===== src/rtl/cpu_host_pkg.sv =====
// Shared types and default widths for the CPU host-port run sequencer.
package cpu_host_pkg;

   localparam int unsigned DEF_NUM_OPS     = 2;
   localparam int unsigned DEF_OP_W        = 8;
   localparam int unsigned DEF_DATA_W      = 32;
   localparam int unsigned DEF_ADDR_W      = 32;
   localparam int unsigned DEF_SETTLE_CYC  = 2;
   localparam int unsigned DEF_BSY_TIMEOUT = 4096;

   typedef enum logic [3:0] {
      IDLE,
      LOAD,
      SETTLE,
      START,
      WAIT_HI,
      WAIT_LO,
      CAPTURE,
      DONE,
      ERR
   } state_e;

endpackage


===== src/rtl/run_timeout_ctr.sv =====
// Saturating cycle counter for a bsy wait phase; expired flags the LIMIT-th waited cycle.
module run_timeout_ctr #(
   parameter int unsigned LIMIT = 4096
) (
   input  logic i_clk,
   input  logic i_rst,
   input  logic i_load,
   input  logic i_en,
   output logic o_expired_c
);

   // LIMIT of zero means wait forever; keep a one-bit counter so widths stay legal.
   localparam int unsigned     CNT_W = (LIMIT == 0) ? 1 : $clog2(LIMIT + 1);
   localparam logic [CNT_W-1:0] SAT  = CNT_W'((LIMIT == 0) ? 1 : LIMIT);
   localparam logic [CNT_W-1:0] LAST = CNT_W'((LIMIT == 0) ? 0 : LIMIT - 1);

   logic [CNT_W-1:0] r_cnt;

   always_ff @(posedge i_clk) begin
      if (i_rst || i_load) begin
         r_cnt <= '0;
      end else if (i_en && (r_cnt != SAT)) begin
         r_cnt <= r_cnt + CNT_W'(1);
      end
   end

   assign o_expired_c = (LIMIT != 0) && i_en && (r_cnt == LAST);

endmodule


===== src/rtl/cpu_run_sequencer.sv =====
// CPU host-port run sequencer: load operands, pulse start, track bsy, capture dout.
module cpu_run_sequencer
   import cpu_host_pkg::*;
#(
   parameter int unsigned NUM_OPS     = DEF_NUM_OPS,
   parameter int unsigned OP_W        = DEF_OP_W,
   parameter int unsigned DATA_W      = DEF_DATA_W,
   parameter int unsigned ADDR_W      = DEF_ADDR_W,
   parameter int unsigned SETTLE_CYC  = DEF_SETTLE_CYC,
   parameter int unsigned BSY_TIMEOUT = DEF_BSY_TIMEOUT
) (
   input  logic                    clk,
   input  logic                    rst,
   input  logic                    go,
   input  logic [NUM_OPS*OP_W-1:0] ops,
   output logic                    wen,
   output logic [ADDR_W-1:0]       haddr,
   output logic [DATA_W-1:0]       hdin,
   output logic                    start,
   input  logic                    bsy,
   input  logic [DATA_W-1:0]       dout,
   output logic [DATA_W-1:0]       result,
   output logic                    result_valid,
   output logic                    running,
   output logic                    timeout_err
);

   localparam int unsigned      OPS_W    = NUM_OPS * OP_W;
   localparam int unsigned      IDX_W    = $clog2(NUM_OPS + 1);
   localparam int unsigned      SET_W    = $clog2(SETTLE_CYC + 1);
   localparam logic [IDX_W-1:0] LAST_IDX = IDX_W'(NUM_OPS - 1);
   localparam logic [SET_W-1:0] LAST_SET = SET_W'(SETTLE_CYC - 1);

   state_e           r_state;
   logic [OPS_W-1:0] r_ops;
   logic [IDX_W-1:0] r_idx;
   logic [SET_W-1:0] r_settle;

   logic w_tmr_load;
   logic w_tmr_en;
   logic w_tmr_expired;

   // Timer restarts on entry to each bsy phase.
   assign w_tmr_load = (r_state == START) || ((r_state == WAIT_HI) && bsy);
   assign w_tmr_en   = (r_state == WAIT_HI) || (r_state == WAIT_LO);

   run_timeout_ctr #(
      .LIMIT(BSY_TIMEOUT)
   ) u_tmr (
      .i_clk      (clk),
      .i_rst      (rst),
      .i_load     (w_tmr_load),
      .i_en       (w_tmr_en),
      .o_expired_c(w_tmr_expired)
   );

   always_ff @(posedge clk) begin
      if (rst) begin
         r_state      <= IDLE;
         r_ops        <= '0;
         r_idx        <= '0;
         r_settle     <= '0;
         wen          <= 1'b0;
         haddr        <= '0;
         hdin         <= '0;
         start        <= 1'b0;
         result       <= '0;
         result_valid <= 1'b0;
         running      <= 1'b0;
         timeout_err  <= 1'b0;
      end else begin
         case (r_state)
            IDLE, DONE, ERR: begin
               // Op 0 goes out directly; the rest shift down through r_ops.
               if (go) begin
                  r_state      <= LOAD;
                  r_ops        <= ops >> OP_W;
                  r_idx        <= '0;
                  wen          <= 1'b1;
                  haddr        <= '0;
                  hdin         <= DATA_W'(ops[OP_W-1:0]);
                  result_valid <= 1'b0;
                  timeout_err  <= 1'b0;
                  running      <= 1'b1;
               end
            end
            LOAD: begin
               if (r_idx == LAST_IDX) begin
                  r_state  <= SETTLE;
                  r_settle <= '0;
                  wen      <= 1'b0;
                  haddr    <= '0;
                  hdin     <= '0;
               end else begin
                  r_idx <= r_idx + IDX_W'(1);
                  r_ops <= r_ops >> OP_W;
                  haddr <= haddr + ADDR_W'(1);
                  hdin  <= DATA_W'(r_ops[OP_W-1:0]);
               end
            end
            SETTLE: begin
               if (r_settle == LAST_SET) begin
                  r_state <= START;
                  start   <= 1'b1;
               end else begin
                  r_settle <= r_settle + SET_W'(1);
               end
            end
            START: begin
               start   <= 1'b0;
               r_state <= WAIT_HI;
            end
            WAIT_HI: begin
               if (bsy) begin
                  r_state <= WAIT_LO;
               end else if (w_tmr_expired) begin
                  r_state     <= ERR;
                  running     <= 1'b0;
                  timeout_err <= 1'b1;
               end
            end
            WAIT_LO: begin
               if (!bsy) begin
                  r_state <= CAPTURE;
               end else if (w_tmr_expired) begin
                  r_state     <= ERR;
                  running     <= 1'b0;
                  timeout_err <= 1'b1;
               end
            end
            CAPTURE: begin
               result       <= dout;
               result_valid <= 1'b1;
               running      <= 1'b0;
               r_state      <= DONE;
            end
            default: begin
               r_state <= IDLE;
            end
         endcase
      end
   end

endmodule


===== config.mk =====
export PLATFORM = sky130hd
export DESIGN_NAME = cpu_run_sequencer
export DESIGN_NICKNAME = d
export VERILOG_FILES = /design/src/rtl/cpu_host_pkg.sv /design/src/rtl/run_timeout_ctr.sv /design/src/rtl/cpu_run_sequencer.sv
export SDC_FILE = /design/constraint.sdc
export NUM_CORES = 1
export LEC_CHECK = 0
export ABC_AREA = 1
export CAP_MARGIN = 20
export CELL_PAD_IN_SITES_DETAIL_PLACEMENT = 2
export CELL_PAD_IN_SITES_GLOBAL_PLACEMENT = 2
export CORE_ASPECT_RATIO = 0.5
export CORE_MARGIN = 2
export CORE_UTILIZATION = 27
export CTS_BUF_LIST = sky130_fd_sc_hd__clkbuf_16
export CTS_CLUSTER_SIZE = 24
export DETAILED_ROUTE_END_ITERATION = 7
export GPL_TIMING_DRIVEN = 0
export HOLD_SLACK_MARGIN = 0.1
export PLACE_DENSITY = 0.84
export REMOVE_ABC_BUFFERS = 1
export SLEW_MARGIN = 20
export SYNTH_ARGS = -nofsm -noshare
export SYNTH_HDL_FRONTEND = slang
export SYNTH_SLANG_ARGS = --single-unit

===== constraint.sdc =====
create_clock -name clk -period 2.6 [get_ports clk]
set_input_delay 0.52 -clock clk [delete_from_list [all_inputs] [get_ports clk]]
set_output_delay 0.52 -clock clk [all_outputs]
set_load 0.1 [all_outputs]

# After elaboration in Yosys (flattened, before gate mapping)
# Index checks and enable logic that the tools add are counted.
[classes] mux=37 mul=0 bitwise=0 n_reduce_logical=23 n_lt_le_gt_ge=0 n_div=0 n_eq_ne=19 add_sub_neg=4 n_shift=0
[ops] operator="one-hot mux 32 bit (2 select lines)" n=2
[ops] operator="2-to-1 mux 32 bit" n=3
[ops] operator="adder 32 x 1 -> 32 bit (second input constant)" n=1
[ops] operator="2-to-1 mux 16 bit" n=2
[ops] operator="one-hot mux 16 bit (2 select lines)" n=1
[ops] operator="one-hot mux 4 bit (7 select lines)" n=1
[ops] operator="2-to-1 mux 4 bit" n=6
[ops] operator="equality test 4 x 3 -> 1 bit (second input constant)" n=4
[ops] operator="inequality test 2 bit (second input constant)" n=7
[ops] operator="adder 13 x 1 -> 13 bit (second input constant)" n=1
[ops] operator="equality test 13 x 12 -> 1 bit (second input constant)" n=1
[ops] operator="inequality test 13 bit (second input constant)" n=1
[ops] operator="AND reduction 3 bit" n=4
[ops] operator="2-to-1 mux 1 bit" n=10
[ops] operator="equality test 4 x 2 -> 1 bit (second input constant)" n=2
[ops] operator="2-to-1 mux 2 bit" n=4
[ops] operator="2-to-1 mux 8 bit" n=1
[ops] operator="one-hot mux 2 bit (2 select lines)" n=2
[ops] operator="AND reduction 4 bit" n=2
[ops] operator="nonzero test 2 bit" n=4
[ops] operator="one-hot mux 1 bit (2 select lines)" n=3
[ops] operator="AND reduction 2 bit" n=3
[ops] operator="adder 2 x 1 -> 2 bit (second input constant)" n=2
[ops] operator="equality test 2 x 1 -> 1 bit (second input constant)" n=2
[ops] operator="10 further kinds" n=14
[totals] regBits=138 inputBits=52 ram_bits=0 wordCells=96 rom_bits=0 latchBits=0 out_inout_bits=101 n_memories=0

# Logic depth before layout (Yosys ltp)
[logic_depth] depth_word=6 mapped_depth=11 ltp_nobuf=10

# Cells and area by module
# A second synthesis with hierarchy kept.
[unflattened] hier_cells=864 area_unflattened_um2=5576.6
[modules_own_cells] module="cpu_run_sequencer" cells_each=722 area_per_inst_um2=4672.0 seq_area_each_um2=1861.8 instances=1
[modules_own_cells] module="run_timeout_ctr" cells_each=142 area_per_inst_um2=904.6 seq_area_each_um2=260.2 instances=1

# Worst setup path before layout
# Ideal clock, no wire load.
[synth_timing] kind="reg2reg" start="register haddr[0]" end="register haddr[16]" path_stages_with_launch=11 required_time_ns=2.491 slack_ns=0.242 arrival_time_ns=2.249 synth_period_minus_slack_ns=2.358 n_path_buf=0 setup_ns=0.109 cell_sequence="dfxtp_1 > ha_1 > nand3_1 > nor2_1 > nand2_1 > nor2_1 > nand2_1 > o21ai_0 > nand2_1 > nand2_1 > inv_1"
[synth_via] elab_chain_len=3
[synth_rtl] item="start, declared" line_no="cpu_run_sequencer.sv:17" text="output logic [ADDR_W-1:0] haddr,"
[synth_rtl] item="start signal, assigned" line_no="cpu_run_sequencer.sv:97" text="haddr <= haddr + ADDR_W'(1);"
[synth_rtl] item="adder 32 x 1 -> 32 bit" line_no="cpu_run_sequencer.sv:97"
[synth_rtl] item="2-to-1 mux 32 bit" line_no="cpu_run_sequencer.sv:88" text="if (r_idx == LAST_IDX) begin"
[synth_rtl] item="one-hot mux 32 bit (2 select lines)" line_no="cpu_run_sequencer.sv:72" text="case (r_state)"
# Every way passes these cells.
# A chain may end at the register's enable or synchronous reset.

# Worst setup path after layout
[layout_timing] start="register haddr[5]" end="output port haddr[5]"
# No word-level cell between the ends.

==> impl_results.md <==
* Crit path largest cell delay at 1.20 ns
* Total CTS buffers at 9
* Clock Path Buffers at 2
* Slowest library cell on the worst path: clkdlybuf4s50_1
* Slew @ Worst Pin at between 1 and 1.5 ns
* First-pass GRT wire length at 32300 µm
* Peak VDD IR at approximately 0.00035 V
* # Max-Cap Violations at 0
* Post-synth top area cell: dfxtp_1
* Count leader, synth: nand2_1
* Post-synth EDFFs at 0
* Placed insts at around 1200
* Top cells by area, synth: dfxtp_1 40%, nand2_1 14%, nor2_1 10%
* Hold Violations, Final at 0
* Prevailing post-synth register cell: dfxtp_1
* Fillers at 2331
* DR WL/cell at about 17 µm
* CP Cell Sequence: clkdlybuf4s50_1
* Clock-pin slew on the worst setup and hold paths at roughly 0.080 ns
* Post-Route WL at just under 20000 µm
* Layout cells sized above 1 at 0.0536
* Syn Area/Cell at roughly 6.6 µm²
* Fin Clk Skew at about 0.017 ns
* Initial DRC count at approximately 210
* CP endpoint kind: output port
* Delay-heaviest family, CP: buffers and inverters
* HPWL after detailed placement at roughly 15000 µm
* Buffers on Ports at 128
* Routed vias/inst at 4.76
* CTS HTree Levels at 3
* # diodes at 0
* Routed vias at about 5700
* Setup CP Type: flip-flop to output port
* Largest net degree at the start of global routing at 46
* Max Clk Rate at 0.393 GHz
* Final routed DRC violation total at 0
* Final hold slack at roughly 0.46 ns
* Clk root buf: clkbuf_16
* Die H at about 100 µm
* Vias in the first global route at approximately 6200
* Hold crit path type: flip-flop to flip-flop
* Register area share after synthesis at 0.395
* Post-route setup slack at 0.0564 ns
* GRT Overall Usage at 0.191
* Slew Limit Headroom at 0.310
* Core area at between 0.015 and 0.02 mm²
* Final-report setup violation count at 0
* Synthesized flop and latch total at roughly 110
* Netlist Area Pre-Place at ~0.0054 mm²
* Ports at between 150 and 200
* Initial Util at 0.276
* Syn Inst Count at ~810
* Clock Sinks at ~110
* Top cell type's share of synthesized area at 0.395
* Final core utilization at 0.366
* WP data arrival at around 2.0 ns
* Ys async rst share at 0
* Row Count at 36
* Leak at between 2 and 3 nW
* Die width at roughly 200 µm
* Cell Pwr Density at approximately 840 mW/mm²
* CP Launch Type: flip-flop
* Status: complete, no violations
* Total gr overflow at 0
* Final Max Tran Viols at 0
* Worst path required time at between 2 and 2.5 ns
* Nets at about 1000
* Routed Antenna Nets at 0
* Area Growth Syn to Fin at 32.7%
* Synth top cells by count: 198 x nand2_1, 149 x nor2_1, 106 x dfxtp_1
* GPL Wtd Cong at 0.843
* Clk Latency, worst-skew pair at about 0.37 ns
* RSZ-0062 raised after global routing: no
* Router iterations before antenna repair at 4
* Non-Filler Instances at 1198
* Initial antenna violation count at 0
* TritonCTS clock tree: built
* Dpl ws at -0.121 ns
* Synthesis Warnings at 0
* Die area at approximately 0.021 mm²
* Cell variety after synth at 37
* Tmin final at approximately 2.5 ns
* Final worst-path cycle share at 0.978
* Worst Path Buf+Inv at 1
* Worst Path Max Fanout at 7
## cells in the final DEF, fill, tap and decap left out, types with 3 or more instances in the layout
| cell | n |
|---|---|
| nand2_1 | 198 |
| clkdlybuf4s50_1 | 125 |
| inv_1 | 60 |
| nor3_1 | 9 |
| nand2_2 | 6 |
| inv_6 | 3 |
| o21ai_1 | 3 |
| ha_1 | 5 |
| conb_1 | 24 |
| nor2_1 | 148 |
| a21oi_1 | 62 |
| nor2_4 | 4 |
| a31oi_1 | 9 |
| nand3_1 | 34 |
| clkbuf_16 | 9 |
| o211ai_1 | 6 |
| inv_2 | 8 |
| o21ai_0 | 66 |
| nand4_1 | 12 |
| dfxtp_1 | 106 |
| nor2_2 | 5 |
## layer usage
layer	GRT usage	share of wire
met3	0.0387	0.032
met5	0	0
met1	0.225	0.44
met2	0.359	0.52
met4	0.0334	0.0088
## report_power, final
part	switching, mW	total [mW]	internal [mW]	leakage [nW]
sequential	0.136	1.96	1.82	0.859
combinational	2.06	2.68	0.624	1.60
clock	0.697	1.36	0.659	0.138
## worst paths after layout
path / endpoint / slack [ns] / cells past startpoint / from
worst min-delay path: r_idx[1] / 0.46 / 2 / r_idx[1]
worst max-delay path: haddr[5] / 0.06 / 1 / haddr[5]
worst min register to register: r_idx[1] / 0.46 / 2 / r_idx[1]
worst max register to register: haddr[20] / 0.29 / 8 / r_state[1]
## registers in the layout (all words and copies together), names as in the netlist
signal	cells
r_state	4
result_valid	1
u_tmr.r_cnt	13
haddr	32
start	1
hdin	8
timeout_err	1
r_idx	2
wen	1
r_ops	8
result	32
running	1
r_settle	2
## final cells by class
| class | count | area [µm²] | area share |
|---|---|---|---|
| sequential | 106 | 2120 | 0.298 |
| clock inverter | 7 | 51.3 | 0.00720 |
| inverter | 69 | 259 | 0.0364 |
| multi-input combinational | 608 | 2760 | 0.388 |
| clock buffer | 9 | 225 | 0.0316 |
| timing repair buffer | 133 | 1370 | 0.193 |
| tap | 266 | 333 | 0.0467 |
## through the flow
step	setup TNS [ns]	cell area [µm²]	power [mW]
2_1_floorplan	0	5130	3.87
3_3_place_gp	-97.78	6740	4.53
3_5_place_dp	-0.707	6820	4.67
4_1_cts	0	7100	6.06
5_1_grt	0	7120	6.36
6_report	0	7120	6.00
## cell families after synthesis
| family | share of synthesized area |
|---|---|
| and+or+nand+nor | 0.326 |
| other | 0.000698 |
| DFF | 0.395 |
| adders and majority gates | 0.0117 |
| buffers and inverters | 0.109 |
| xor gates and xnor gates | 0.00653 |
| AOI/OAI and AO/OA | 0.150 |
## repair_timing
| item | CTS | global route |
|---|---|---|
| setup buffers | 0 | 2 |
| pin swaps | 1 | 1 |
| gates cloned | 1 | 0 |
| hold buffers | 0 | 0 |
| setup endpoints to repair | 15 | 3 |
| resized for setup | 0 | 2 |
Power figures use the tool's default switching activity.
==> RTL change 1, RTL diff (config.mk and constraints unchanged) <==
Set the package constant `DEF_OP_W` to 9 (it was 8).
--- a/src/rtl/cpu_host_pkg.sv
+++ b/src/rtl/cpu_host_pkg.sv
@@ -3,5 +3,5 @@
 
    localparam int unsigned DEF_NUM_OPS     = 2;
-   localparam int unsigned DEF_OP_W        = 8;
+   localparam int unsigned DEF_OP_W        = 9;
    localparam int unsigned DEF_DATA_W      = 32;
    localparam int unsigned DEF_ADDR_W      = 32;
Interface: changed (resized ops); port bits go from 153 to 155. No check against the original RTL was run, so the function may have changed too.
==> RTL change 1 against the unedited design <==
- wire length up 3.3%
- die area decreased by 0.41%
- synthesized area is 0.42% lower
- combinational power grew 4%
- total power rose by 3.5%
- cell area is the same
- first-iteration DRC count down 7.8%
- sequential cell count up 2
- worst setup slack hardly changed
- via count rose by 1.1%
- critical endpoint is now haddr[23]
- largest cell class unchanged
==> RTL change 1: results (changes against the unedited design) <==
[status]
status=finished, final reports clean

[global_routing]
grt_pass1_wl_um=33700  ; +4.2%
antenna_found_initial=0  ; unchanged
grt_use_total=0.200  ; +0.00871
grt_max_degree=43  ; -6.5%
grt_pass1_vias=6498  ; +4.9%

[yosys]
synthXorXnorAreaFrac=0.00491  ; -0.00161
ys_types=35  ; -5.4%
synth_compound_area_frac=0.154  ; +0.00391
ys_seq_area_frac=0.404  ; +0.00915
synth_top_area_share=0.404  ; +0.00915
synth_top_cells_by_count=188 x nand2_1, 146 x nor2_1, 108 x dfxtp_1
synth_mux_area_frac=0  ; unchanged
synth_fa_ha_area_frac=0.0117  ; +0.0000491
avgSynthCellArea_sq_um=6.66  ; +0.57%
async_reset_ff_frac=0  ; unchanged
synth.area.top_cells=dfxtp_1 40%, nand2_1 13%, nor2_1 10%, o21ai_0 6.1%, a21oi_1 5.5%
ys_warn_count=0  ; unchanged

[power_and_ir_drop]
ir_worst_vdd_mv=0.399  ; +13%
power_leakage_nw=2.59  ; -0.31%

[worst_setup_path]
reg2reg_to=r_state[2]
rr_worst_depth=10  ; +2
r2r_start=r_state[1]
cp-endpoint=haddr[23]
rrSetupSlack_ns=0.35  ; +0.06 ns
cp_slowest_cell=clkdlybuf4s50_1
cp_max_fo=6  ; -1
critPathTopFamily=buffers and inverters
max_stage_delay_ns=1.19
worstSetupStartpoint=haddr[23]
crit_required_ns=2.08  ; about the same

[route]
drt_iter0_drc=189  ; -7.8%
dr.pass1.iters=4  ; unchanged
via_per_inst=4.83  ; +1.5%
wire_per_inst_um=17.2  ; +3.7%
wl_um=20500  ; +3.3%

[place]
pre_cts_ws_ns=-0.276  ; -0.155 ns
place_inst=1174  ; -0.42%
portBuffers=131  ; +2.3%
dpl_cell_area_sq_mm=0.00680  ; -0.33%
dp_hpwl_um=14500  ; -0.60%
place.gp.congestion=0.828  ; -1.8%

[layout]
largestRegisters=haddr (32), result (32), u_tmr.r_cnt (13)
fillCellCount=2352  ; +0.90%
nNetsFinal=982  ; -0.20%
drive_gt1_frac=0.0442  ; -0.00942
diodes=0  ; unchanged

[clock_tree]
numCtsBuffers=9  ; unchanged
clk_pin_slew_ns=0.08  ; about the same
clock_latency_ns=0.35  ; -0.02 ns
clockBufferDepth=2  ; unchanged
htree_levels=3  ; unchanged
cts_root_buffer=clkbuf_16

[sta]
worst_pin_slew_ns=1.03  ; +0.00115 ns
finClkSkew_ns=0.00658  ; -0.00993 ns
setup_ws_ns=0.0569  ; +0.000450 ns

[worst_hold_path]
hp-class=input pin to flip-flop

## RTL change 1: cells by family after synthesis
logic type | Yosys count
flip-flops | 108
adder cells (fa/ha/maj) | 5
buffers and inverters | 122
other | 1
XOR/XNOR | 3
AO/OA/AOI/OAI | 154
AND/OR/NAND/NOR | 410
## RTL change 1: worst min path at each step
stage          slack (ns)   endpoint  cells after the start      from
3_3_place_gp         0.45   r_idx[1]                      2  r_idx[1]
3_5_place_dp         0.46   r_idx[1]                      2  r_idx[1]
5_1_grt              0.48  haddr[20]                      4       rst
2_1_floorplan        0.44   r_idx[1]                      2  r_idx[1]
4_1_cts              0.45  haddr[20]                      4       rst
6_report             0.45  haddr[20]                      4       rst
## RTL change 1: metrics by stage
stage | utilization | hold slack (ns) | setup TNS (ns)
2_1_floorplan | - | 0.435 | 0
3_3_place_gp | 0.348 | 0.445 | -105.53
3_5_place_dp | 0.350 | 0.456 | -4.18
4_1_cts | 0.366 | 0.447 | 0
5_1_grt | 0.367 | 0.480 | 0
6_report | 0.367 | 0.448 | 0
## RTL change 1: metal layers
metal	wire [um]	GRT usage	up-vias	part of all wire
met5	0	0	-	0
met4	321	0.0511	0	0.016
met1	8730	0.228	2864	0.43
li1	-	-	2788	-
met2	10700	0.381	88	0.52
met3	744	0.0378	23	0.036
## RTL change 1: report_power, final
group	switching (mW)	internal, mW	total, mW
Combinational	2.16	0.630	2.79
Sequential	0.147	1.87	2.02
Clock	0.667	0.736	1.40
## RTL change 1: cell type report
cell class | instances | area [sq um] | area share
well taps | 266 | 333 | 0.0467
inverters | 72 | 273 | 0.0383
clock inverters | 6 | 57.6 | 0.00808
multi-input cells | 597 | 2710 | 0.380
flip-flops and latches | 108 | 2160 | 0.304
repair buffers | 135 | 1360 | 0.191
clock buffers | 9 | 225 | 0.0316
## RTL change 1: what timing repair did
item                       4_1_cts  5_1_grt
gates resized for setup          1        4
pin swaps                        2        1
buffers inserted                 0        2
gates cloned                     2        0
setup endpoints to repair       27       13
==> RTL change 2, RTL diff (config.mk and constraints unchanged) <==
Without the edit above. Reset style: asynchronous (`rst`), changed in one clocked block.
--- a/src/rtl/cpu_run_sequencer.sv
+++ b/src/rtl/cpu_run_sequencer.sv
@@ -55,5 +55,5 @@
    );
 
-   always_ff @(posedge clk) begin
+   always_ff @(posedge clk or posedge rst) begin
       if (rst) begin
          r_state      <= IDLE;
Behaviour: differs if rst is asserted again (counterexample within 4 cycles, from zero or initial values and one cycle with rst high); with rst held inactive, the same outputs for 10 cycles.
==> RTL change 2 against the unedited design <==
- register-to-register slack got worse by 0.16 ns
- sequential cell count did not move
- global-route usage fell by 0.26 points
- final cell count fell by 6.1%
- worst setup slack got worse by 0.0015 ns
- wire length rose by 3.5%
- count of clock-buffer cells in the layout did not move
- synthesized area rose by 4.6%
- cell area rose by 4.3%
- non-clock buffer count fell by 1
- critical endpoint is now haddr[13]
- highest routed layer unchanged
Power is not shown: default switching activity piles up to over one toggle a cycle in this logic, so the estimate is an artifact.
==> RTL change 2: results (changes against the unedited design) <==
[global_routing]
grt_pass1_wl_um=32600  ; +0.90%
met2_usage=0.371  ; +0.0116
grt_pass1_vias=6059  ; -2.2%
antenna_found_initial=1  ; +1
grt_use_total=0.188  ; -0.00262

[yosys]
ys_types=36  ; -2.7%
synth.area.top_cells=dfrtp_1 41%, nand2_1 14%, mux2_2 6.4%, nor2_1 6.1%, dfxtp_1 4.6%
synth_fa_ha_area_frac=0.0111  ; -0.000514
synth_compound_area_frac=0.0766  ; -0.0737
ys_seq_area_frac=0.461  ; +0.0654
synth_mux_area_frac=0.0642  ; +0.0642
synthXorXnorAreaFrac=0.00468  ; -0.00185
async_reset_ff_frac=0.877  ; +0.877
synthFlopType=dfrtp_1
avgSynthCellArea_sq_um=7.84  ; +18%

[sta]
finClkSkew_ns=0.00794  ; -0.00858 ns
max_slew_margin=0.300  ; -0.0100
setup_ws_ns=0.0549  ; -0.00147 ns
worst_hold_slack_ns=0.504  ; +0.0399 ns

[worst_setup_path]
cp-endpoint=haddr[13]
max_stage_delay_ns=1.23  ; +0.03 ns
worstSetupStartpoint=haddr[13]
reg2reg_to=hdin[1]
r2r_start=r_state[3]
rr_worst_depth=5  ; -3
rrSetupSlack_ns=0.13  ; -0.16 ns

[place]
dp_hpwl_um=15300  ; +5.0%
dpl_cell_area_sq_mm=0.00710  ; +4.1%
place.gp.congestion=0.779  ; -7.6%
place_inst=1104  ; -6.4%
pre_cts_ws_ns=-0.209  ; -0.0885 ns

[worst_hold_path]
min_from=start
holdPathEnd=start

[route]
wire_per_inst_um=18.3  ; +10%
drt_iter0_drc=190  ; -7.3%
via_per_inst=4.75  ; -0.14%
wl_um=20600  ; +3.5%

[layout]
drive_gt1_frac=0.0870  ; +0.0333
nNetsFinal=903  ; -8.2%

[status]
status=finished, final reports clean

RTL change 2: area by class of cell:
cell class | count | area [sq um]
Antenna cell | 1 | 2.50
Clock buffer | 9 | 225
Clock inverter | 7 | 68.8
Fill cell | 2343 | 13000
Inverter | 63 | 241
Multi-Input combinational cell | 534 | 2630
Sequential cell | 106 | 2590
Tap cell | 273 | 342
Timing Repair Buffer | 132 | 1340
RTL change 2: logic make-up after synthesis:
| logic type | count (synthesis) |
|---|---|
| fa+ha+maj | 5 |
| buf+inv | 100 |
| mux | 32 |
| simple gates | 390 |
| other cells | 1 |
| xor+xnor | 3 |
| compound gates | 79 |
| flops | 106 |
RTL change 2: tightest hold or removal path: stages (launching register included):
cell and delay (ns):
dfrtp_1 0.36, nand2_1 0.06, nand2_1 0.05
RTL change 2: metal layers:
metal / wire, um / vias up / part of all wire
li1: - / 2516 / -
met1: 8350 / 2746 / 0.41
met2: 11400 / 64 / 0.56
met3: 411 / 22 / 0.020
met4: 375 / 0 / 0.018
met5: 0 / - / 0
